**src/rtl/etroc_link_pkg.sv**
```systemverilog
// Shared definitions for the ETROC link synchronisation logic:
// FSM state encodings, lock-condition bit positions and the lock-condition helper.
package etroc_link_pkg;

   localparam int STATE_W = 3;

   localparam logic [2:0] ST_IDLE      = 3'd0;
   localparam logic [2:0] ST_RESYNC    = 3'd1;
   localparam logic [2:0] ST_WAIT_LOCK = 3'd2;
   localparam logic [2:0] ST_LOCKED    = 3'd3;
   localparam logic [2:0] ST_FAIL      = 3'd4;

   // Bit positions of the lock-condition inputs when packed into one vector
   localparam int LC_ALIGNED      = 0;
   localparam int LC_TRIG_SYNCHED = 1;
   localparam int LC_TRIG_ERROR   = 2;
   localparam int LC_CONSISTENT   = 3;
   localparam int LC_W            = 4;

   // Link is considered lockable when aligned, trigger synchronised and error free,
   // optionally also requiring the data/trigger word offsets to agree
   function automatic logic lockCondFn(input logic [LC_W-1:0] lcBits, input logic consistReq);
      return lcBits[LC_ALIGNED] & lcBits[LC_TRIG_SYNCHED] & ~lcBits[LC_TRIG_ERROR]
             & (lcBits[LC_CONSISTENT] | ~consistReq);
   endfunction

endpackage

```
**src/rtl/sat_counter.sv**
```systemverilog
// Saturating up-counter with synchronous clear; clear has priority over increment.
module sat_counter #(
   parameter int WIDTH = 8
) (
   input  logic             clk40,
   input  logic             reset,
   input  logic             inc,
   input  logic             clr,
   output logic [WIDTH-1:0] q
);

   logic [WIDTH-1:0] count_r;

   // Count up on inc, hold at all-ones, clear wins over increment
   always_ff @(posedge clk40 or negedge reset) begin
      if (!reset) begin
         count_r <= {WIDTH{1'b0}};
      end else if (clr) begin
         count_r <= {WIDTH{1'b0}};
      end else if (inc && (count_r != {WIDTH{1'b1}})) begin
         count_r <= count_r + {{(WIDTH-1){1'b0}}, 1'b1};
      end else begin
         count_r <= count_r;
      end
   end

   assign q = count_r;

endmodule

```
**src/rtl/link_sync_ctrl.sv**
```systemverilog
// Link (re)synchronisation sequencer for one dataExtract channel.
// Pulses the resync outputs, waits for a stable lock, watches the data error
// rate in a sliding window and re-locks with a bounded number of retries.
module link_sync_ctrl
   import etroc_link_pkg::*;
#(
   parameter int RESYNC_PULSE = 4,
   parameter int LOCK_HOLD    = 16,
   parameter int LOCK_TIMEOUT = 4096,
   parameter int ERR_WINDOW   = 1024,
   parameter int ERR_THRESH   = 8,
   parameter int MAX_RETRY    = 15,
   parameter bit CONSIST_REQ  = 1'b1
) (
   input  logic               clk40,
   input  logic               reset,
   input  logic               enableAutoSync,
   input  logic               clrError,
   input  logic               forceResync,
   input  logic               aligned,
   input  logic               dataError,
   input  logic               dataValid,
   input  logic               trigSynched,
   input  logic               trigError,
   input  logic               linkConsistent,
   output logic               resyncData,
   output logic               resyncTrig,
   output logic               linkLocked,
   output logic               linkFail,
   output logic [STATE_W-1:0] state,
   output logic [7:0]         retryCount,
   output logic [15:0]        dataErrCount
);

   localparam logic [7:0]  PULSE_LAST = 8'(RESYNC_PULSE - 1);
   localparam logic [7:0]  HOLD_LAST  = 8'(LOCK_HOLD - 1);
   localparam logic [15:0] TO_LAST    = 16'(LOCK_TIMEOUT - 1);
   localparam logic [15:0] WIN_LAST   = 16'(ERR_WINDOW - 1);

   logic [STATE_W-1:0] state_r, stateNext_s, relockState_s;
   logic [7:0]  pulseCnt_r, holdCnt_r;
   logic [15:0] timeoutCnt_r, winCnt_r, winErr_r, winErrNext_s;
   logic        resyncData_r, resyncTrig_r, linkLocked_r, linkFail_r;
   logic        lockCond_s, errStrobe_s, lockHit_s, timeoutHit_s, retryFull_s;
   logic        winWrap_s, lockLoss_s, retryInc_s, retryClr_s, dataErrInc_s;
   logic [7:0]  retryCount_s;

   assign lockCond_s    = lockCondFn({linkConsistent, trigError, trigSynched, aligned}, CONSIST_REQ);
   assign errStrobe_s   = dataValid & dataError;
   assign lockHit_s     = (state_r == ST_WAIT_LOCK) & lockCond_s & (holdCnt_r == HOLD_LAST);
   assign timeoutHit_s  = (state_r == ST_WAIT_LOCK) & (timeoutCnt_r == TO_LAST);
   assign retryFull_s   = ({1'b0, retryCount_s} + 9'd1) >= 9'(MAX_RETRY);
   assign winWrap_s     = (winCnt_r == WIN_LAST);
   // An error on the wrap cycle is the first error of the new window
   assign winErrNext_s  = winWrap_s ? {15'd0, errStrobe_s} : (winErr_r + {15'd0, errStrobe_s});
   assign lockLoss_s    = (winErrNext_s >= 16'(ERR_THRESH)) | ~aligned | trigError;
   assign relockState_s = enableAutoSync ? ST_RESYNC : ST_IDLE;
   assign dataErrInc_s  = errStrobe_s & (state_r != ST_RESYNC);

   // Next-state and retry-counter control; forceResync overrides every other transition
   always_comb begin
      stateNext_s = ST_IDLE;
      retryInc_s  = 1'b0;
      retryClr_s  = 1'b0;
      if (forceResync) begin
         stateNext_s = ST_RESYNC;
         retryClr_s  = (state_r == ST_FAIL);
      end else begin
         case (state_r)
            ST_IDLE: begin
               if (enableAutoSync) stateNext_s = ST_RESYNC;
               else                stateNext_s = ST_IDLE;
            end
            ST_RESYNC: begin
               if (pulseCnt_r == PULSE_LAST) stateNext_s = ST_WAIT_LOCK;
               else                          stateNext_s = ST_RESYNC;
            end
            ST_WAIT_LOCK: begin
               if (lockHit_s) begin
                  stateNext_s = ST_LOCKED;
                  retryClr_s  = 1'b1;
               end else if (timeoutHit_s) begin
                  retryInc_s  = 1'b1;
                  stateNext_s = retryFull_s ? ST_FAIL : relockState_s;
               end else begin
                  stateNext_s = ST_WAIT_LOCK;
               end
            end
            ST_LOCKED: begin
               if (lockLoss_s) stateNext_s = relockState_s;
               else            stateNext_s = ST_LOCKED;
            end
            ST_FAIL: begin
               if (clrError) begin
                  stateNext_s = ST_IDLE;
                  retryClr_s  = 1'b1;
               end else begin
                  stateNext_s = ST_FAIL;
               end
            end
            default: stateNext_s = ST_IDLE;
         endcase
      end
   end

   // State register
   always_ff @(posedge clk40 or negedge reset) begin
      if (!reset) state_r <= ST_IDLE;
      else        state_r <= stateNext_s;
   end

   // Resync pulse length; a forced restart begins the pulse count again
   always_ff @(posedge clk40 or negedge reset) begin
      if (!reset)                                      pulseCnt_r <= 8'd0;
      else if ((state_r == ST_RESYNC) && !forceResync) pulseCnt_r <= pulseCnt_r + 8'd1;
      else                                             pulseCnt_r <= 8'd0;
   end

   // Lock hold and timeout counters, only live while staying in WAIT_LOCK
   always_ff @(posedge clk40 or negedge reset) begin
      if (!reset) begin
         holdCnt_r    <= 8'd0;
         timeoutCnt_r <= 16'd0;
      end else if ((state_r == ST_WAIT_LOCK) && (stateNext_s == ST_WAIT_LOCK)) begin
         holdCnt_r    <= lockCond_s ? (holdCnt_r + 8'd1) : 8'd0;
         timeoutCnt_r <= timeoutCnt_r + 16'd1;
      end else begin
         holdCnt_r    <= 8'd0;
         timeoutCnt_r <= 16'd0;
      end
   end

   // Error-rate window, only live while staying in LOCKED
   always_ff @(posedge clk40 or negedge reset) begin
      if (!reset) begin
         winCnt_r <= 16'd0;
         winErr_r <= 16'd0;
      end else if ((state_r == ST_LOCKED) && (stateNext_s == ST_LOCKED)) begin
         winCnt_r <= winWrap_s ? 16'd0 : (winCnt_r + 16'd1);
         winErr_r <= winErrNext_s;
      end else begin
         winCnt_r <= 16'd0;
         winErr_r <= 16'd0;
      end
   end

   // Registered status outputs decoded from the current state
   always_ff @(posedge clk40 or negedge reset) begin
      if (!reset) begin
         resyncData_r <= 1'b0;
         resyncTrig_r <= 1'b0;
         linkLocked_r <= 1'b0;
         linkFail_r   <= 1'b0;
      end else begin
         resyncData_r <= (state_r == ST_RESYNC);
         resyncTrig_r <= (state_r == ST_RESYNC);
         linkLocked_r <= (state_r == ST_LOCKED);
         linkFail_r   <= (state_r == ST_FAIL);
      end
   end

   sat_counter #(.WIDTH(8)) uRetryCnt (
      .clk40 (clk40),
      .reset (reset),
      .inc   (retryInc_s),
      .clr   (retryClr_s),
      .q     (retryCount_s)
   );

   sat_counter #(.WIDTH(16)) uDataErrCnt (
      .clk40 (clk40),
      .reset (reset),
      .inc   (dataErrInc_s),
      .clr   (clrError),
      .q     (dataErrCount)
   );

   assign resyncData = resyncData_r;
   assign resyncTrig = resyncTrig_r;
   assign linkLocked = linkLocked_r;
   assign linkFail   = linkFail_r;
   assign state      = state_r;
   assign retryCount = retryCount_s;

endmodule

```
**config.mk**
```make
export PLATFORM = sky130hd
export DESIGN_NAME = link_sync_ctrl
export DESIGN_NICKNAME = d
export VERILOG_FILES = /design/src/rtl/etroc_link_pkg.sv /design/src/rtl/sat_counter.sv /design/src/rtl/link_sync_ctrl.sv
export SDC_FILE = /design/constraint.sdc
export NUM_CORES = 1
export LEC_CHECK = 0
export BUFFER_PORTS_ARGS = -buffer_cell sky130_fd_sc_hd__buf_2
export CAP_MARGIN = 20
export CORE_ASPECT_RATIO = 0.5
export CORE_MARGIN = 10
export CORE_UTILIZATION = 45
export DETAILED_ROUTE_END_ITERATION = 10
export HOLD_SLACK_MARGIN = 0.1
export PLACE_DENSITY = 0.69
export SETUP_SLACK_MARGIN = 0.05
export SYNTH_ARGS = -nofsm -noshare
export SYNTH_HDL_FRONTEND = slang
export SYNTH_SLANG_ARGS = --single-unit
export TNS_END_PERCENT = 1
```
**constraint.sdc**
```tcl
create_clock -name clk40 -period 2.3 [get_ports clk40]
set_input_delay 0 -clock clk40 [delete_from_list [all_inputs] [get_ports clk40]]
set_output_delay 0 -clock clk40 [all_outputs]
set_load 0.01 [all_outputs]
```
## Word level (Yosys, flattened, before mapping)

Index checks and enable logic that the tools add are counted.

- Register bits after elaboration: 94

- Reductions and logical operators: 9
- Muxes and demuxes: 29
- Bitwise logic cells: 12
- Eq/ne operators: 13
- Magnitude comparators: 2
- $add $sub $neg: 8

Operators with widths:

| operator | count |
|---|---|
| 16-bit 2-to-1 mux | 7 |
| 16-bit by 1-bit adder with 16-bit output (second input constant) | 3 |
| 8-bit 2-to-1 mux | 5 |
| 8-bit by 1-bit adder with 8-bit output (second input constant) | 3 |
| 3-bit 2-to-1 mux | 6 |
| 16-bit by 1-bit adder with 16-bit output | 1 |
| 16-bit by 10-bit == test with 1-bit output (second input constant) | 1 |
| 16-bit by 12-bit == test with 1-bit output (second input constant) | 1 |
| 16-bit by 4-bit >= comparator with 1-bit output (second input constant) | 1 |
| 16-bit != test (second input constant) | 1 |
| 3-bit one-hot mux with 5 select lines | 1 |
| 3-bit by 2-bit == test with 1-bit output (second input constant) | 4 |
| 8-bit by 1-bit adder with 9-bit output (second input constant) | 1 |
| 9-bit by 4-bit >= comparator with 1-bit output (second input constant) | 1 |
| 1-bit bitwise AND | 8 |
| 8-bit by 2-bit == test with 1-bit output (second input constant) | 1 |
| 8-bit by 4-bit == test with 1-bit output (second input constant) | 1 |
| 1-bit 2-to-1 mux | 8 |
| 8-bit != test (second input constant) | 1 |
| 1-bit logical AND | 5 |
| 2-bit nonzero test | 2 |
| 3-bit by 1-bit == test with 1-bit output (second input constant) | 1 |
| 3-bit == test (second input constant) | 1 |
| 3-bit logical NOT | 1 |
| other kinds (6) | 8 |

## Longest topological paths before layout

Gate-level depths: netlist of run 1.

- Depth in word-level cells: 12
- Gate-level depth with buffers: 11

## Modules after synthesis

Synthesis of run 1 repeated with hierarchy kept, for this count alone.

- Cell total of the unflattened synthesis: 513
- Area, all modules: 5054.8 sq um

By module, submodules not included:

| module | instances | area an instance (sq um) | cells an instance |
|---|---|---|---|
| link_sync_ctrl | 1 | 3648.5 | 366 |
| sat_counter at uDataErrCnt | 1 | 942.2 | 98 |
| sat_counter at uRetryCnt | 1 | 464.2 | 49 |

## Worst setup path before layout of run 1

Ideal clock, no wire load.

- Path kind: register -> register
- From: register winErr_r[0]
- To: register state_r[1] (netlist: state[1])
- Path buffers: 2
- Stages on the path, launching flop included: 11
- Clock period less this slack: 2.236 ns
- Data arrival time: 2.099 ns
- Slack: 0.064 ns
- Setup time: 0.137 ns
- Data required time: 2.163 ns
- Cell sequence: dfrtp_1 > ha_1 > ha_1 > clkbuf_1 > nand3_1 > nor4_1 > nor3_1 > o211a_1 > o2111ai_1 > clkbuf_1 > a21oi_1

- Longest elaborated chain between the ends: 8

RTL lines:

| element | line | RTL |
|---|---|---|
| start, declared | link_sync_ctrl.sv:42 | `logic [15:0] timeoutCnt_r, winCnt_r, winErr_r, winErrNext_s;` |
| start signal, assigned | link_sync_ctrl.sv:140 | `winErr_r <= winErrNext_s;` |
| 16-bit by 1-bit adder with 16-bit output | link_sync_ctrl.sv:55 | `assign winErrNext_s = winWrap_s ? {15'd0, errStrobe_s} : (winErr_r + {15'd0, errStrobe_s});` |
| 16-bit 2-to-1 mux | link_sync_ctrl.sv:55 |  |
| 16-bit by 4-bit >= comparator with 1-bit output | link_sync_ctrl.sv:56 | `assign lockLoss_s = (winErrNext_s >= 16'(ERR_THRESH)) \| ~aligned \| trigError;` |
| 1-bit OR (2 in series) | link_sync_ctrl.sv:56 |  |
| 3-bit 2-to-1 mux | link_sync_ctrl.sv:90 | `if (lockLoss_s) stateNext_s = relockState_s;` |
| 3-bit one-hot mux with 5 select lines | link_sync_ctrl.sv:69 | `case (state_r)` |
| 3-bit 2-to-1 mux | link_sync_ctrl.sv:65 | `if (forceResync) begin` |
| via stateNext_s[1] | link_sync_ctrl.sv:40 | `logic [STATE_W-1:0] state_r, stateNext_s, relockState_s;` |
| end signal, assigned | link_sync_ctrl.sv:109 | `else state_r <= stateNext_s;` |
| end, declared | link_sync_ctrl.sv:40 |  |

The timed path passes the listed nets, and every way through them passes these cells.
A chain may end at the register's enable or synchronous reset.

## Final worst setup path of run 1

- From: register winErr_r[0]
- To: register winErr_r[2]

- Longest elaborated chain between the ends: 11

RTL lines:

| element | line | RTL |
|---|---|---|
| 16-bit by 1-bit adder with 16-bit output * | link_sync_ctrl.sv:55 |  |
| 16-bit 2-to-1 mux * | link_sync_ctrl.sv:55 |  |
| 16-bit by 4-bit >= comparator with 1-bit output | link_sync_ctrl.sv:56 |  |
| 1-bit OR (2 in series) | link_sync_ctrl.sv:56 |  |
| 3-bit 2-to-1 mux | link_sync_ctrl.sv:90 |  |
| 3-bit one-hot mux with 5 select lines | link_sync_ctrl.sv:69 |  |
| 3-bit 2-to-1 mux | link_sync_ctrl.sv:65 |  |
| 3-bit by 2-bit == test with 1-bit output | link_sync_ctrl.sv:138 | `end else if ((state_r == ST_LOCKED) && (stateNext_s == ST_LOCKED)) begin` |
| 1-bit logical AND | link_sync_ctrl.sv:138 |  |
| 16-bit 2-to-1 mux * | link_sync_ctrl.sv:138 |  |

Mark *: on every way between the ends. The rest lies on a longest branch, timed or not.

==> impl_results.md, run 1 <==
- Mapped Area: 4860 um2
- Outcome: finished clean
- Fill count: 890
- Async SR Flop Fraction: 100%
- Vias in the first global route: 3,674
- Port buffer count: 41
- Yosys warning total: 0
- Synth Area per Inst: 10.0 um2
- Residual DRC: 0
- Skew final: 5.39 ps
- CTS tree: yes
- GRT Overall Usage: 13.1%
- Wirelength per Cell: 14.6 um
- Num rows: 26
- Placer Congestion: 0.881
- Initial antenna violation count: 0
- First-pass DRT Iterations: 4
- Detailed placement HPWL: 7310 um
- Sequential cell area fraction in the yosys report: 48.4%
- Inserted Clock Buffers: 9
- Crit path required time: 2560 ps
- Top cells by area, synth: dfrtp_1 (48%), xor2_1 (6.8%), nor2_1 (4.2%)
- Setup TNS: 0 ps
- Clk pin slew, worst setup/hold paths: 60 ps
- Critical path's top delay family: compound AO/OA/AOI/OAI gates
- Flops & latches, synth: 94
- Crit. End Element: flip-flop
- Final setup fails: 0
- Die X-Extent: 167 um
- Die Area: 15,600 um2
- Fin util: 56.6%
- CP max-delay cell: mux2_2
- Ant. Diodes: 0
- Worst slack at placement: -4.07 ps
- ANT nets after route: 0
- Nets@finish: 589
- Critical path's largest stage delay: 400 ps
- Root Buffer: clkbuf_16
- Fin Hold WS: 131 ps
- Synthesis-to-finish area growth: 20.8%
- VDD IR-drop max: 383 uV
- CTS Sinks: 94
- Placeable Area: 10,400 um2
- Setup ws final: 115 ps
- Routed wire length: 10,400 um
- Power Dens Cells: 567 nW/um2
- Post-Syn Instances: 486
- Die Ht: 93.5 um
- HP Class: input port to flip-flop
- CP Cell Sequence: ha_2, nand3_1, nor3_2, mux2_2, o31ai_4, o2111ai_2, buf_6, a21oi_1
- Top FF cell, synth: dfrtp_1
- Via count: 3,693
- Initial Utilization: 46.8%
- Worst r2r path cells: 8
- Final Hold Violating Endpoints: 0
- CP Launch Type: flip-flop
- Data arrival time of the critical path: 2440 ps
- Vias/cell: 5.17
- Largest net degree at the start of global routing: 47
- WP depth: 8
- First-pass GRT wire length: 17,400 um
- Global route total overflow: 0
- RSZ-0062 raised after global routing: true
- Max-slew violations: 0
- Yosys top cell by area: dfrtp_1
- Crit-path max FO: 6
- Power Total: 3.33 mW
- Most frequent cells in the layout: dfrtp_1 (94), nor2_1 (54), nand2_1 (46), buf_2 (40), nand3_1 (39)
- Synth top area share: 48.4%
- Boundary Pins: 42
- Max Clk Rate: 0.458 GHz
- Slew at the pin closest to its max-slew limit: 624 ps
- Layout cells sized above 1: 22.5%
- WS Path Type: flip-flop to flip-flop
- Netlist cell types: 64
- Max H-tree Level: 3
- Worst skew pair latency: 340 ps
- Max-cap viol count: 0
- Hold path depth: 4
- Leak Pwr: 2.62 nW
- Initial drt markers: 217
- Clock buffer depth: 2
- Number of enable flip-flop cells after synthesis: 0
- Fin crit share: 95.0%
- Max-slew headroom: 58.4%
- Commonest non-fill, non-tap cell in the layout: dfrtp_1
- CP Buf/Inv Count: 1
- Period minus WS final: 2180 ps
[timing repair]
item	4_1_cts	5_1_grt
gates cloned	0	2
setup endpoints to repair	32	42
pin swaps	2	6
buffers inserted	1	2
resized for setup	2	21
hold buffers	4	0
endpoints found under the hold margin	60	0
[power by group]
group	switching (mW)	leakage, nW	internal, mW
clock network	0.620	0.141	0.823
registers	0.0251	1.27	1.68
logic	0.120	1.21	0.0654
total	0.764	2.62	2.57
[layout make-up]
cell class                      count  area (um2)  area share [%]
Clock buffer                       12         267            4.54
Sequential cell                    94        2350            40.0
Timing Repair Buffer               74         489            8.33
Inverter                            5        18.8           0.319
Clock inverter                      4        28.8           0.490
Tap cell                          140         175            2.98
Multi-Input combinational cell    385        2540            43.3
[cells by family after synthesis]
logic type | synth area share, %
flip-flops | 48.4
buffers and inverters | 2.09
multiplexers | 0.669
AND/OR/NAND/NOR | 27.4
AO/OA/AOI/OAI | 8.44
other | 0.0771
XOR/XNOR | 10.6
adder cells (fa/ha/maj) | 2.32
[worst register-to-register path, stage by stage, from the launching register on]
cell and delay, ps:
dfrtp_1 350, ha_2 250, nand3_1 130, nor3_2 230
mux2_2 400, o31ai_4 180, o2111ai_2 220, buf_6 210
a21oi_1 150
[per-layer routing]
metal / wire, um / GRT usage, %
met4: 81 / 3.27
met3: 230 / 2.63
met1: 4850 / 16.1
met2: 5270 / 23.2
met5: 0 / 0
[final timing paths]
check | to | start | slack (ps)
setup / recovery | winErr_r[2] | winErr_r[0] | 120
hold / removal | winCnt_r[10] | forceResync | 130
setup reg to reg | winErr_r[2] | winErr_r[0] | 120
hold reg to reg | holdCnt_r[0] | holdCnt_r[0] | 480
max in group asynchronous | timeoutCnt_r[9] | reset | 1360
min in group asynchronous | winCnt_r[7] | reset | 220
[synthesized netlist by cell type (3+ instances only)]
master and n:
xnor2_1 21, o21ai_1 6, nand2b_1 3, and2_1 5
nand4_1 15, nand3_1 40, ha_1 9, and4_1 5
clkbuf_1 7, and3_1 14, nor2_1 54, o21ai_0 9
nor2_4 9, dfrtp_1 94, nand2_1 46, nor4_1 6
inv_1 5, a21oi_1 25, nor3_1 14, nor3b_1 3
o31ai_1 4, xor2_1 38
[flip-flops by register name, summed over array words and instances (netlist names), 3 cells and up]
register       count
holdCnt_r          8
uRetryCnt.q        8
state              3
uDataErrCnt.q     16
winCnt_r          16
timeoutCnt_r      16
pulseCnt_r         8
winErr_r          16
[stage by stage]
stage               cells  instance area, um2
floorplan             498                4910
global placement      689                5400
detailed placement    689                5400
CTS                   710                5750
global route          714                5870
finish                714                5870
Note: power is estimated with default switching activity, not from simulation.
==> inputs of run 2 (changes only) <==
CORE_UTILIZATION = 26   (was 45)
PLACE_DENSITY = 0.47   (was 0.69)
==> run 2 against run 1 <==
Effect of this change: non-clock buffer count fell by 8; highest routed layer unchanged; sequential share of layout area fell by 0.27 points; clock skew rose by 8.1 ps; sequential power barely moved; wire length rose by 6.8%; clock power rose by 7%; largest cell class unchanged; critical path depth did not move; utilization fell by 24 points; sequential cell count did not move; combinational power fell by 3%; via count fell by 1.2%; die area rose by 59%.
==> impl_results.md, run 2 (synthesis gave the netlist of run 1 again) <==
- Placer Congestion: 0.786 (-11%)
- Worst slack at placement: 75.0 ps (+79.1 ps)
- Die X-Extent: 213 um (+28%)
- Initial antenna violation count: 0 (unchanged)
- Initial drt markers: 151 (-30%)
- Slew at the pin closest to its max-slew limit: 546 ps (-78.4 ps)
- Comb power frac: 5.2% (-0.4 points)
- First-pass DRT Iterations: 4 (unchanged)
- Clock buffer depth: 2 (unchanged)
- Power Dens Cells: 579 nW/um2 (+2.1%)
- Max-cap viol count: 0 (unchanged)
- Inserted Clock Buffers: 9 (unchanged)
- Via count: 3,650 (-1.2%)
- Setup TNS: 0 ps (unchanged)
- P_int: 2.60 mW (+1.1%)
- Crit. End Element: flip-flop
- Max H-tree Level: 3 (unchanged)
- Crit-path max FO: 15 (+9)
- HP Class: input port to flip-flop
- NetSw: 829 uW (+8.5%)
- CTS tree: yes
- Fin util: 32.2% (-24 points)
- Leak Pwr: 2.59 nW (-1.2%)
- Placed instance count: 788 (+14%)
- Max-slew violations: 0 (unchanged)
- Fin crit share: 95.8% (+0.82 points)
- ANT nets after route: 0 (unchanged)
- Final Hold Violating Endpoints: 0 (unchanged)
- Routed wire length: 11,200 um (+6.8%)
- Layout cells sized above 1: 21.0% (-1.4 points)
- Vias in the first global route: 3,670 (-0.11%)
- Worst skew pair latency: 350 ps (about the same)
- Ant. Diodes: 0 (unchanged)
- Clk pin slew, worst setup/hold paths: 70 ps (about the same)
- Root Buffer: clkbuf_16
- Die Area: 24,900 um2 (+59%)
- Boundary Pins: 42 (unchanged)
- Residual DRC: 0 (unchanged)
- Outcome: finished clean
- First-pass GRT wire length: 19,000 um (+8.9%)
- Synthesis-to-finish area growth: 21.7%
- Fin cells: 806 (+13%)
- Wirelength per Cell: 13.8 um (-5.4%)
- Most frequent cells in the layout: dfrtp_1 (94), nor2_1 (54), nand2_1 (46), nand3_1 (40), buf_2 (40)
- VDD IR-drop max: 262 uV (-32%)
- Post-CTS Setup Bufs: 0 (-1)
- Register share of total power: 49.8% (-1.3 points)
- WS Path Type: flip-flop to flip-flop
- Setup ws final: 96.3 ps (-18.9 ps)
- Max Clk Rate: 0.454 GHz (-0.86%)
- Max-slew headroom: 63.5% (+5.1 points)
- Placeable Area: 18,400 um2 (+77%)
- GRT Overall Usage: 9.42% (-3.7 points)
- Data arrival time of the critical path: 2490 ps (+50 ps)
- Largest net degree at the start of global routing: 59 (+26%)
- CTS Sinks: 94 (unchanged)
- Final setup fails: 0 (unchanged)
- Global route total overflow: 0 (unchanged)
- Crit path required time: 2590 ps (+30 ps)
- RSZ-0062 raised after global routing: true
- Clk pwr share: 45.0% (+1.7 points)
- Die Ht: 117 um (+25%)
- Fill count: 1,921 (+120%)
- Nets@finish: 581 (-1.4%)
- Num rows: 35 (+35%)
- Detailed placement HPWL: 8120 um (+11%)
- Skew final: 13.5 ps (+8.08 ps)
- Vias/cell: 4.53 (-12%)
- Initial Utilization: 26.4% (-20 points)
- Period minus WS final: 2200 ps (+18.9 ps)
- Switching share of power: 24.2% (+1.3 points)
- Commonest non-fill, non-tap cell in the layout: dfrtp_1
- Port buffer count: 41 (unchanged)
- CP Launch Type: flip-flop
[run 2: changes by cell type in the layout (fill, tap and decap cells not counted), sizes merged]
| cell | change |
|---|---|
| clkbuf | -3 |
| dlygate4sd3 | -2 |
| buf | -6 |
| bufinv | +1 |
| clkinv | +2 |
[run 2: cell type report]
| class | count | area [um2] | area share [%] |
|---|---|---|---|
| clock buffer | 9 | 225 | 3.81 |
| sequential | 94 | 2350 | 39.8 |
| tap | 240 | 300 | 5.08 |
| inverter | 5 | 18.8 | 0.317 |
| multi-input combinational | 385 | 2500 | 42.2 |
| timing repair buffer | 66 | 438 | 7.40 |
| clock inverter | 7 | 83.8 | 1.42 |
[run 2: critical path, cell delays in order, from the launching register on]
cell and delay [ps]:
dfrtp_1 380, or4_4 560, nor4_4 320, nor3_2 110, buf_4 160, nor3_4 170, nand3_4 130, buf_12 200
nor2_1 100
[run 2: worst paths after layout]
kind	startpoint	endpoint	slack [ps]	depth (start not counted)
max	holdCnt_r[4]	timeoutCnt_r[5]	100	8
min	trigSynched	holdCnt_r[1]	100	4
max reg2reg	holdCnt_r[4]	timeoutCnt_r[5]	100	8
min reg2reg	holdCnt_r[0]	holdCnt_r[0]	490	1
max in group asynchronous	reset	timeoutCnt_r[5]	1460	3
min in group asynchronous	reset	winErr_r[8]	160	2
[run 2: through the flow]
step / total power, mW / hold WS, ps / cell area [um2]
after detailed placement: 1.92 / 13.0 / 5540
final: 3.43 / 103 / 5910
after floorplan: 1.82 / -296 / 4910
after global placement: 1.92 / 14.0 / 5540
after CTS: 3.49 / 104 / 5880
after global routing: 3.59 / 123 / 5910
[run 2: timing repair]
item / in CTS / in global routing
hold endpoints to repair: 63 / 0
setup endpoints to repair: 1 / 38
pin swaps: 0 / 6
resized for setup: 1 / 7
hold buffers: 2 / 0
[run 2: power groups by stage]
stage                     Clock (mW)  Combinational (mW)  Sequential [mW]
after floorplan                    0              0.0846             1.74
after global placement             0               0.182             1.74
after detailed placement           0               0.181             1.74
after CTS                       1.60               0.185             1.70
after global routing            1.67               0.208             1.71
final                           1.54               0.180             1.71
[run 2: metal layers]
metal	wire length, um	global-route usage, %	up-vias
li1	-	-	1845
met1	5550	12.3	1764
met2	5210	15.5	31
met3	251	1.90	10
met4	140	2.96	0
met5	0	0	-
